File: config.mk
export PLATFORM = sky130hd
export DESIGN_NAME = xy_output_port_arbiter
export DESIGN_NICKNAME = d
export VERILOG_FILES = /design/src/rtl/xy_arb_pkg.sv /design/src/rtl/rr_priority_picker.sv /design/src/rtl/xy_output_port_arbiter.sv
export SDC_FILE = /design/constraint.sdc
export NUM_CORES = 1
export LEC_CHECK = 0
export BUFFER_PORTS_ARGS = -buffer_cell sky130_fd_sc_hd__buf_2
export CAP_MARGIN = 5
export CORE_ASPECT_RATIO = 0.7
export CORE_MARGIN = 3
export CORE_UTILIZATION = 45
export CTS_CLUSTER_DIAMETER = 60
export DETAILED_ROUTE_END_ITERATION = 16
export MAX_ROUTING_LAYER = met4
export PLACE_DENSITY = 0.67
export SETUP_SLACK_MARGIN = 0.3
export SLEW_MARGIN = 10
export SYNTH_ARGS = -nofsm -noshare
export SYNTH_HDL_FRONTEND = slang
export SYNTH_HIERARCHICAL = 1
export SYNTH_SLANG_ARGS = --single-unit
File: constraint.sdc
create_clock -name clk_i -period 6.3 [get_ports clk_i]
set_input_delay 0.945 -clock clk_i [delete_from_list [all_inputs] [get_ports clk_i]]
set_output_delay 0.945 -clock clk_i [all_outputs]
set_load 0.01 [all_outputs]
File: src/rtl/xy_arb_pkg.sv
// Shared types and constants for the XY router output-port arbiter.
package xy_arb_pkg;

  // Arbiter state: waiting for a head flit, or locked onto one packet.
  typedef enum logic [0:0] {
    IDLE   = 1'b0,
    LOCKED = 1'b1
  } arb_state_e;

  // Input channel indices as seen by every output port.
  localparam int unsigned LOCAL = 0;
  localparam int unsigned NORTH = 1;
  localparam int unsigned EAST  = 2;
  localparam int unsigned SOUTH = 3;
  localparam int unsigned WEST  = 4;

endpackage

File: src/rtl/rr_priority_picker.sv
// Round-robin priority picker: first set bit of req_i scanning upward from
// ptr_i with wrap-around. Purely combinational.
module rr_priority_picker #(
  parameter int unsigned CHANNEL_NUMBER = 5,
  parameter int unsigned CHANNEL_WIDTH  = $clog2(CHANNEL_NUMBER)
) (
  input  logic [CHANNEL_NUMBER-1:0] req_i,
  input  logic [CHANNEL_WIDTH-1:0]  ptr_i,
  output logic [CHANNEL_NUMBER-1:0] pick_o,
  output logic [CHANNEL_WIDTH-1:0]  idx_o,
  output logic                      found_o
);

  logic [CHANNEL_NUMBER-1:0] onehot;
  int unsigned               pos;

  // Walk the channels in rotated order and keep the first requester.
  always_comb begin
    pick_o  = '0;
    idx_o   = '0;
    found_o = 1'b0;
    onehot  = '0;
    pos     = 0;
    for (int unsigned off = 0; off < CHANNEL_NUMBER; off++) begin
      pos = 32'(ptr_i) + off;
      if (pos >= CHANNEL_NUMBER) begin
        pos = pos - CHANNEL_NUMBER;
      end
      onehot = {{(CHANNEL_NUMBER-1){1'b0}}, 1'b1} << pos;
      if (!found_o && |(req_i & onehot)) begin
        found_o = 1'b1;
        pick_o  = onehot;
        idx_o   = CHANNEL_WIDTH'(pos);
      end
    end
  end

endmodule

File: src/rtl/xy_output_port_arbiter.sv
// Per-output-port wormhole arbiter for the XY cross router. Grants one input
// round-robin, holds the grant until that input's last beat transfers, and
// hands over to the next requester on the same edge.
// Optional stall watchdog enabled by defining XY_ARB_WATCHDOG_EN.
module xy_output_port_arbiter
  import xy_arb_pkg::*;
#(
  parameter int unsigned CHANNEL_NUMBER  = 5,
  parameter int unsigned CHANNEL_WIDTH   = $clog2(CHANNEL_NUMBER),
  parameter int unsigned WATCHDOG_CYCLES = 1024
) (
  input  logic                      clk_i,
  input  logic                      rst_n_i,
  input  logic [CHANNEL_NUMBER-1:0] req_i,
  input  logic [CHANNEL_NUMBER-1:0] valid_i,
  input  logic [CHANNEL_NUMBER-1:0] last_i,
  input  logic                      out_ready_i,
  output logic [CHANNEL_NUMBER-1:0] grant_o,
  output logic [CHANNEL_WIDTH-1:0]  grant_idx_o,
  output logic                      grant_valid_o,
  output logic [CHANNEL_NUMBER-1:0] in_ready_o,
  output logic                      out_valid_o,
  output logic                      watchdog_o
);

  arb_state_e                state_q;
  logic [CHANNEL_NUMBER-1:0] grant_q;
  logic [CHANNEL_WIDTH-1:0]  grant_idx_q;
  logic                      grant_valid_q;
  logic [CHANNEL_WIDTH-1:0]  ptr_q;

  logic                      transfer;
  logic                      release_beat;
  logic [CHANNEL_WIDTH-1:0]  next_ptr;
  logic [CHANNEL_NUMBER-1:0] pick_req;
  logic [CHANNEL_WIDTH-1:0]  pick_ptr;
  logic [CHANNEL_NUMBER-1:0] pick;
  logic [CHANNEL_WIDTH-1:0]  pick_idx;
  logic                      pick_found;

  // A beat of the granted input moves downstream this cycle.
  assign transfer     = (state_q == LOCKED) & |(valid_i & grant_q) & out_ready_i;
  assign release_beat = transfer & |(last_i & grant_q);

  // Pointer just past the current owner, wrapped explicitly (non power-of-two count).
  always_comb begin
    if (grant_idx_q == CHANNEL_WIDTH'(CHANNEL_NUMBER - 1)) begin
      next_ptr = '0;
    end else begin
      next_ptr = grant_idx_q + 1'b1;
    end
  end

  // Picker sees raw requests when idle; on release the owner is masked out so
  // it cannot win its own release edge.
  always_comb begin
    if (state_q == LOCKED) begin
      pick_req = req_i & ~grant_q;
      pick_ptr = next_ptr;
    end else begin
      pick_req = req_i;
      pick_ptr = ptr_q;
    end
  end

  rr_priority_picker #(
    .CHANNEL_NUMBER (CHANNEL_NUMBER),
    .CHANNEL_WIDTH  (CHANNEL_WIDTH)
  ) u_picker (
    .req_i   (pick_req),
    .ptr_i   (pick_ptr),
    .pick_o  (pick),
    .idx_o   (pick_idx),
    .found_o (pick_found)
  );

  // Arbitration FSM with registered grant outputs.
  always_ff @(posedge clk_i or negedge rst_n_i) begin
    if (!rst_n_i) begin
      state_q       <= IDLE;
      grant_q       <= '0;
      grant_idx_q   <= CHANNEL_WIDTH'(LOCAL);
      grant_valid_q <= 1'b0;
      ptr_q         <= CHANNEL_WIDTH'(LOCAL);
    end else begin
      case (state_q)
        IDLE: begin
          if (pick_found) begin
            state_q       <= LOCKED;
            grant_q       <= pick;
            grant_idx_q   <= pick_idx;
            grant_valid_q <= 1'b1;
          end
        end
        LOCKED: begin
          if (release_beat) begin
            ptr_q <= next_ptr;
            if (pick_found) begin
              grant_q     <= pick;
              grant_idx_q <= pick_idx;
            end else begin
              state_q       <= IDLE;
              grant_q       <= '0;
              grant_idx_q   <= '0;
              grant_valid_q <= 1'b0;
            end
          end
        end
        default: begin
          state_q <= IDLE;
        end
      endcase
    end
  end

  assign grant_o       = grant_q;
  assign grant_idx_o   = grant_idx_q;
  assign grant_valid_o = grant_valid_q;
  assign in_ready_o    = grant_q & {CHANNEL_NUMBER{out_ready_i}};
  assign out_valid_o   = grant_valid_q & |(valid_i & grant_q);

`ifdef XY_ARB_WATCHDOG_EN
  localparam int unsigned WdW = $clog2(WATCHDOG_CYCLES + 1);

  logic [WdW-1:0] wd_cnt_q;
  logic           wd_pulse_q;

  // Count stalled LOCKED cycles; pulse and restart at the threshold. Grant untouched.
  always_ff @(posedge clk_i or negedge rst_n_i) begin
    if (!rst_n_i) begin
      wd_cnt_q   <= '0;
      wd_pulse_q <= 1'b0;
    end else if (state_q != LOCKED || transfer) begin
      wd_cnt_q   <= '0;
      wd_pulse_q <= 1'b0;
    end else if (wd_cnt_q == WdW'(WATCHDOG_CYCLES - 1)) begin
      wd_cnt_q   <= '0;
      wd_pulse_q <= 1'b1;
    end else begin
      wd_cnt_q   <= wd_cnt_q + 1'b1;
      wd_pulse_q <= 1'b0;
    end
  end

  assign watchdog_o = wd_pulse_q;
`else
  // Constant zero; the threshold is referenced only to keep it bound in this build.
  assign watchdog_o = 1'b0 & (WATCHDOG_CYCLES >= 2);
`endif

endmodule

---- Word level (Yosys, flattened, before mapping) ----
Cells that the tools add are included.
word-level totals
  register bits after elaboration ......... 13
  input port bits ......................... 18
  output and inout port bits .............. 16
operators by class
  $add $sub $neg .......................... 10
  magnitude comparators ................... 5
  equal/unequal tests ..................... 4
  shifts and indexed selects .............. 5
  muxes and demuxes ....................... 38
  bitwise gates (word level) .............. 15
  reductions and logical operators ........ 18
operators by type and width
  kind                                                                                   number
  32-bit two-way mux                                                                     5
  1-bit by 32-bit << shifter with 5-bit output (first input constant)                    5
  32-bit by 3-bit greater-or-equal comparator with 1-bit output (second input constant)  4
  32-bit by 3-bit subtractor with 32-bit output (second input constant)                  4
  5-bit AND                                                                              9
  5-bit two-way mux                                                                      9
  5-bit OR reduction                                                                     7
  3-bit two-way mux                                                                      10
  1-bit two-way mux                                                                      10
  5-bit case mux with 2 select lines                                                     1
  3-bit by 2-bit adder with 4-bit output (second input constant)                         2
  3-bit case mux with 2 select lines                                                     1
  5-bit NOT                                                                              1
  3-bit by 1-bit adder with 4-bit output (second input constant)                         1
  3-bit by 3-bit adder with 4-bit output (second input constant)                         1
  1-bit AND                                                                              4
  1-bit logical AND                                                                      4
  1-bit zero test                                                                        4
  2-bit inequality test (second input constant)                                          2
  1-bit case mux with 2 select lines                                                     2
  2-bit AND reduction                                                                    2
  3-bit by 3-bit subtractor with 4-bit output (second input constant)                    1
  3-bit by 1-bit adder with 3-bit output (second input constant)                         1
  3-bit equality test (second input constant)                                            1
  other kinds (4)                                                                        4

---- Logic depth before layout (Yosys ltp) ----
Gate-level depths: netlist (run 1).
  depth in word-level cells ............... 24
  depth in mapped cells ................... 20
  depth with buffers taken out ............ 18

---- Cells and area by module ----
The synthesis (run 1) kept the hierarchy.
modules (own cells, without submodules)
  module                  instances  cells each  area each (µm²)
  rr_priority_picker      1          256         1838.0
  xy_output_port_arbiter  1          82          795.8

---- Worst setup path before layout (run 1) ----
Ideal clock, no wire load.
  path kind ............................... reg-to-reg
  start point ............................. reg grant_idx_q[0], in the netlist grant_idx_o[0]
  end point ............................... reg grant_idx_q[0], in the netlist grant_idx_o[0]
  data arrival time ....................... 4466 ps
  setup slack ............................. 1755 ps
  cell stages (with the launch flop) ...... 20
  clock period less this slack ............ 4545 ps
  cell sequence ........................... dfrtp_1 > inv_1 > ha_1 > nor3_1 > a21oi_1 > a21oi_1 > buf_2 > buf_2 > inv_1 > ha_1 > a21oi_4 > nand2_2 > a311o_1 > a222oi_1 > nand4b_2 > or2_2 > inv_1 > o32a_1 > buf_4 > mux2i_1
on the way
  longest elaborated chain between the ends .. 24
RTL lines
  what                                                                                                    line                                                        source
  start: declaration                                                                                      xy_output_port_arbiter.sv:28                                logic [CHANNEL_WIDTH-1:0] grant_idx_q;
  start signal: assignment                                                                                xy_output_port_arbiter.sv:82                                grant_idx_q <= CHANNEL_WIDTH'(LOCAL);
  start signal: assignment                                                                                xy_output_port_arbiter.sv:91                                grant_idx_q <= pick_idx;
  start signal: assignment                                                                                xy_output_port_arbiter.sv:100                               grant_idx_q <= pick_idx;
  3-bit by 1-bit adder with 3-bit output or 3-bit equality test (tied branches)                           xy_output_port_arbiter.sv:50, xy_output_port_arbiter.sv:47
  3-bit two-way mux *                                                                                     xy_output_port_arbiter.sv:47                                if (grant_idx_q == CHANNEL_WIDTH'(CHANNEL_NUMBER - 1)) begin
  3-bit two-way mux *                                                                                     xy_output_port_arbiter.sv:57                                if (state_q == LOCKED) begin
  via pick_ptr[2]                                                                                         xy_output_port_arbiter.sv:36                                logic [CHANNEL_WIDTH-1:0] pick_ptr;
  parallel branches: the longest is 17 deep, another holds 32-bit by 3-bit subtractor with 32-bit output  -
  1-bit two-way mux *                                                                                     rr_priority_picker.sv:30                                    if (!found_o && |(req_i & onehot)) begin
  via pick_found                                                                                          xy_output_port_arbiter.sv:39                                logic pick_found;
  3-bit two-way mux                                                                                       xy_output_port_arbiter.sv:98                                if (pick_found) begin
  3-bit two-way mux                                                                                       xy_output_port_arbiter.sv:96                                if (release_beat) begin
  3-bit case mux with 2 select lines                                                                      xy_output_port_arbiter.sv:86                                case (state_q)
Mark *: on every way through the listed nets, which the timed path passes. The select of a mux whose other input is x is not followed.
A chain may end at the register's enable or synchronous reset.

---- Final worst setup path (run 1) ----
  start point ............................. reg grant_idx_q[0], in the netlist grant_idx_o[0]
  end point ............................... reg grant_q[3], in the netlist grant_o[3]
on the way
  longest elaborated chain between the ends .. 24
RTL lines
  what                                                                                                    line                                                        source
  3-bit by 1-bit adder with 3-bit output or 3-bit equality test (tied branches)                           xy_output_port_arbiter.sv:50, xy_output_port_arbiter.sv:47
  3-bit two-way mux *                                                                                     xy_output_port_arbiter.sv:47
  via next_ptr[1]                                                                                         xy_output_port_arbiter.sv:34                                logic [CHANNEL_WIDTH-1:0] next_ptr;
  3-bit two-way mux *                                                                                     xy_output_port_arbiter.sv:57
  via pick_ptr[1]                                                                                         xy_output_port_arbiter.sv:36
  parallel branches: the longest is 17 deep, another holds 32-bit by 3-bit subtractor with 32-bit output  -
  1-bit two-way mux *                                                                                     rr_priority_picker.sv:30
  via pick_found                                                                                          xy_output_port_arbiter.sv:39
  5-bit two-way mux                                                                                       xy_output_port_arbiter.sv:98
  5-bit two-way mux                                                                                       xy_output_port_arbiter.sv:96
  5-bit case mux with 2 select lines                                                                      xy_output_port_arbiter.sv:86
  end signal: assignment                                                                                  xy_output_port_arbiter.sv:90                                grant_q <= pick;
  end signal: assignment                                                                                  xy_output_port_arbiter.sv:99                                grant_q <= pick;
  end: declaration                                                                                        xy_output_port_arbiter.sv:27                                logic [CHANNEL_NUMBER-1:0] grant_q;
Marked as above.

==> flow_metrics.env, run 1 <==
export IMPL_outcome="finished clean"
export IMPL_async_reset_ff_share_pct=100
export IMPL_grt_first_pass_wirelength_um=13100
export IMPL_final_util_pct=51.9
export IMPL_place_gp_congestion=1.04
export IMPL_gr_total_overflow=0
export IMPL_synth_area_leaders="dfrtp_1 (12%), ha_1 (7.6%), nand2_1 (5.0%), mux2i_1 (4.6%), a21oi_1 (3.2%)"
export IMPL_antenna_found_initial=0
export IMPL_num_fill_cells=552
export IMPL_max_cap_violations=0
export IMPL_cts_buffers_inserted=3
export IMPL_yosysWarnings=6
export IMPL_critPathMaxStageDelay_ns=0.89
export IMPL_fin_nets=391
export IMPL_numClockSinks=13
export IMPL_place_inst=423
export IMPL_clkSlewWorstSetupHoldPaths_ns=0.06
export IMPL_arrival_ns=5.54
export IMPL_post_cts_buffers=0
export IMPL_fin_crit_sh_pct=85.3
export IMPL_finalHoldViolations=0
export IMPL_vias=2869
export IMPL_synth_nets=373
export IMPL_cts_tree="yes"
export IMPL_fin_cells=427
export IMPL_synth_most_common_cell="nand2_1"
export IMPL_rsz0062_at_grt="no"
export IMPL_dieArea_um2=6820
export IMPL_crit_type="reg -> reg"
export IMPL_firstDrtPassIters=7
export IMPL_path_cells="inv_1 -> ha_1 -> mux2_2 -> inv_1 -> ha_1 -> inv_1 -> a311o_1 -> a222oi_1 -> nand4b_2 -> or2_2 -> inv_1 -> o32a_1 -> mux2i_1"
export IMPL_ys_seq_elements=13
export IMPL_yosysTopAreaCellShare_pct=12.4
export IMPL_grt_pass1_vias=2526
export IMPL_synth_area_leader_cell="dfrtp_1"
export IMPL_critical_path_slowest_cell="ha_1"
export IMPL_setup_viol=0
export IMPL_fmax_mhz=186
export IMPL_skew_ns=0.00592
export IMPL_synth_distinct_cells=83
export IMPL_viasPerCell=6.72
export IMPL_track_usage_pct=23.3
export IMPL_cp_start_kind="register"
export IMPL_register_area_um2=325
export IMPL_worst_pin_slew_ns=1.22
export IMPL_slew_viol_final=0
export IMPL_drt_first_iter_violations=463
export IMPL_drive_gt1_share_pct=19.4
export IMPL_ctsRootBufferMaster="clkbuf_8"
export IMPL_final_setup_tns_ns=0
export IMPL_crit_required_ns=6.46
export IMPL_slew_headroom_pct=18.2
export IMPL_cp_common_cell="inv_1"
export IMPL_route_detailed_drc=0
export IMPL_synth_common_cells="nand2_1 (35), inv_1 (18), a21oi_1 (17), ha_1 (16), dfrtp_1 (13)"
export IMPL_die_w_um=97.4
export IMPL_synth_edf_count=0
export IMPL_fp_coreArea_um2=5450
export IMPL_hold_path_class="reg -> reg"
export IMPL_multi_input_area_um2=2100
export IMPL_cts_buffer_depth=2
export IMPL_htree_levels=1
export IMPL_synthesis_instances=338
export IMPL_num_rows=22
export IMPL_grt_max_degree=46
export IMPL_hpwl_um=6010
export IMPL_diodes=0
export IMPL_wl_um=7990
export IMPL_cts_hold_buf=0
export IMPL_routedWlPerCell_um=18.7
export IMPL_io_buffers=32
export IMPL_ctsResizeCount=0
export IMPL_syn_cell_area_um2=2630
export IMPL_die_y_um=70.0
export IMPL_post_route_min_period_ns=5.38
export IMPL_ys_seq_area_share_pct=12.4
export IMPL_cp_end_kind="register"
export IMPL_synth_ff_type="dfrtp_1"
export IMPL_path_max_fanout=25
export IMPL_areaGrowthSynthToFinish_pct=7.46
export IMPL_clock_latency_ns=0.25
export IMPL_start_util_pct=48.3
export IMPL_avgSynthCellArea_um2=7.79
export IMPL_postRouteAntennaNets=0
export IMPL_io_pin_count=34
## cells by family (layout without fill, tap and decap cells)
logic type	Yosys count	in the layout	share of synthesized area (%)
multiplexers	16	16	6.56
AND/OR/NAND/NOR	125	125	27.7
AO/OA/AOI/OAI	117	117	34.5
other	1	1	0.142
buffers and inverters	43	60	8.08
XOR/XNOR	6	6	2.28
adder cells (fa/ha/maj)	17	17	8.36
flip-flops	13	13	12.4
## stage by stage
stage | instance area (um^2) | setup slack, ns | hold slack (ns)
global route | 2830 | 0.517 | 0.537
global placement | 2780 | 1.10 | 0.489
floorplan | 2630 | 1.75 | 0.472
CTS | 2830 | 1.04 | 0.512
detailed placement | 2780 | 1.07 | 0.497
finish | 2830 | 0.925 | 0.510
## cells in the final DEF, fill, tap and decap left out, drive strengths merged, types with 10 or more instances in the layout
cell type,count
o21ai,12
a21oi,19
ha,16
nand2,36
buf,37
nor3,11
inv,19
nand2b,12
dfrtp,13
nand3,10
mux2i,12
nor2,10
## path summary, 6_finish.rpt
check                      depth (start not counted)              to           start  slack [ns]
hold reg to reg                                    1        ptr_q[1]        ptr_q[1]        0.51
min in group asynchronous                          1  grant_idx_o[2]         rst_n_i        0.58
setup reg to reg                                  13      grant_o[3]  grant_idx_o[0]        0.92
max in group asynchronous                          1   grant_valid_o         rst_n_i        5.48
setup / recovery                                  13      grant_o[3]  grant_idx_o[0]        0.92
hold / removal                                     1        ptr_q[1]        ptr_q[1]        0.51
## flip-flops by register name, indices dropped and copies added (netlist names)
signal / cells
state_q: 1
grant_valid_o: 1
grant_o: 5
ptr_q: 3
grant_idx_o: 3
## final cells by class
| cell class | instances | area share [%] |
|---|---|---|
| well taps | 72 | 3.18 |
| clock buffers | 3 | 1.46 |
| clock inverters | 1 | 0.177 |
| multi-input cells | 282 | 74.2 |
| repair buffers | 37 | 6.98 |
| flip-flops and latches | 13 | 11.5 |
| inverters | 19 | 2.52 |
## metal layers
| layer | global-route usage [%] | wire (um) | share of wire (%) |
|---|---|---|---|
| met5 | - | 0 | 0 |
| met3 | 7.39 | 1070 | 13 |
| met4 | 2.00 | 67 | 0.84 |
| met1 | 36.6 | 3820 | 48 |
| met2 | 29.2 | 3030 | 38 |
## worst max-delay path: cells and delay by family, from the launching register on
kind	cells	cell delay, ns
adder cells (fa/ha/maj)	2	1.18
AND/OR/NAND/NOR	2	0.65
flip-flops	1	0.39
buffers and inverters	4	0.86
multiplexers	2	0.69
AO/OA/AOI/OAI	3	1.49
Power of run 1 is not shown: default switching activity piles up to over one toggle a cycle in this logic, so the estimate is an artifact.
==> inputs of run 2 (changes only) <==
--- a/config.mk
+++ b/config.mk
@@ -13,7 +13,7 @@
 export CTS_CLUSTER_DIAMETER = 60
 export DETAILED_ROUTE_END_ITERATION = 16
 export MAX_ROUTING_LAYER = met4
-export PLACE_DENSITY = 0.67
+export PLACE_DENSITY = 0.75
 export SETUP_SLACK_MARGIN = 0.3
 export SLEW_MARGIN = 10
 export SYNTH_ARGS = -nofsm -noshare
==> flow_metrics.env, run 2 (synthesized netlist as in run 1, its figures left out) <==
export IMPL_outcome="finished clean"
export IMPL_route_detailed_drc=0
export IMPL_ctsResizeCount=0
export IMPL_post_route_min_period_ns=5.30
export IMPL_final_common_cell="nand2_1"
export IMPL_rsz0062_at_grt="no"
export IMPL_io_buffers=32
export IMPL_hold_path_class="reg -> reg"
export IMPL_crit_family="compound AO/OA/AOI/OAI gates"
export IMPL_postRouteAntennaNets=0
export IMPL_cts_buffer_depth=2
export IMPL_setup_slack_ns=0.995
export IMPL_finalInstanceArea_um2=2840
export IMPL_clkSlewWorstSetupHoldPaths_ns=0.06
export IMPL_crit_type="reg -> reg"
export IMPL_finalHoldViolations=0
export IMPL_dieArea_um2=6820
export IMPL_final_util_pct=52.2
export IMPL_cp_end_kind="register"
export IMPL_place_gp_congestion=1.01
export IMPL_die_y_um=70.0
export IMPL_largest_reg_flops=5
export IMPL_wl_um=8400
export IMPL_grt_pass1_vias=2515
export IMPL_drt_first_iter_violations=495
export IMPL_diodes=0
export IMPL_cts_buffers_inserted=3
export IMPL_firstDrtPassIters=5
export IMPL_routedWlPerCell_um=19.6
export IMPL_path_cells="inv_1 -> ha_1 -> mux2_2 -> inv_1 -> ha_1 -> inv_1 -> a311o_1 -> a222oi_1 -> nand4b_2 -> or2_2 -> inv_1 -> o32a_1 -> mux2i_1"
export IMPL_die_w_um=97.4
export IMPL_cts_tree="yes"
export IMPL_vias=2858
export IMPL_grt_first_pass_wirelength_um=13200
export IMPL_arrival_ns=5.47
export IMPL_ctsRootBufferMaster="clkbuf_8"
export IMPL_place_ws_ns=1.14
export IMPL_track_usage_pct=24.1
export IMPL_numClockSinks=13
export IMPL_cp_num_buf_inv=4
export IMPL_htree_levels=1
export IMPL_final_setup_tns_ns=0
export IMPL_slew_viol_final=0
export IMPL_antenna_found_initial=0
export IMPL_io_pin_count=34
export IMPL_fmax_mhz=189
export IMPL_cts_hold_buf=0
export IMPL_cp_common_cell="inv_1"
export IMPL_grt_max_degree=46
export IMPL_final_cell_mix="nand2_1 (35), buf_2 (32), inv_1 (18)"
export IMPL_path_max_fanout=25
export IMPL_post_cts_buffers=0
export IMPL_slew_headroom_pct=31.7
export IMPL_placed_cell_area_um2=2800
export IMPL_critical_path_slowest_cell="ha_1"
export IMPL_cp_start_kind="register"
export IMPL_setup_viol=0
export IMPL_fin_crit_sh_pct=84.2
export IMPL_viasPerCell=6.66
export IMPL_critPathMaxStageDelay_ns=0.89
export IMPL_hpwl_um=6240
export IMPL_fp_coreArea_um2=5450
export IMPL_worst_pin_slew_ns=1.02
export IMPL_drive_gt1_share_pct=19.6
export IMPL_skew_ns=0.00302
export IMPL_max_cap_violations=0
export IMPL_start_util_pct=48.3
export IMPL_num_rows=22
export IMPL_crit_required_ns=6.47
export IMPL_fin_nets=393
export IMPL_clock_latency_ns=0.25
export IMPL_gr_total_overflow=0
export IMPL_areaGrowthSynthToFinish_pct=7.98
-- run 2: area by class of cell --
cell class / instances / area, um^2
clock buffers: 4 / 45.0
inverters: 19 / 71.3
repair buffers: 39 / 213
fillers: 526 / 2610
flip-flops and latches: 13 / 325
multi-input cells: 282 / 2100
well taps: 72 / 90.1
-- run 2: final timing paths --
kind / slack [ns] / start / cells after the start / endpoint
max in group asynchronous: 5.48 / rst_n_i / 1 / grant_idx_o[2]
worst max-delay path: 1.0 / grant_idx_o[0] / 13 / grant_idx_o[2]
worst min register to register: 0.52 / ptr_q[0] / 1 / ptr_q[0]
worst min-delay path: 0.52 / ptr_q[0] / 1 / ptr_q[0]
worst max register to register: 1.0 / grant_idx_o[0] / 13 / grant_idx_o[2]
min in group asynchronous: 0.58 / rst_n_i / 1 / ptr_q[2]
-- run 2: through the flow --
step / hold WS, ns / cells
finish: 0.518 / 429
global route: 0.537 / 429
CTS: 0.516 / 429
detailed placement: 0.511 / 425
global placement: 0.502 / 425
floorplan: 0.472 / 338
-- run 2: layer usage --
metal	up-vias	part of all wire, %	global-route usage (%)
li1	1326	-	-
met1	1284	43	35.9
met2	227	39	30.5
met3	21	16	8.28
met4	0	1.6	5.07
met5	-	0	-
Power of run 2 is left out for the same reason.
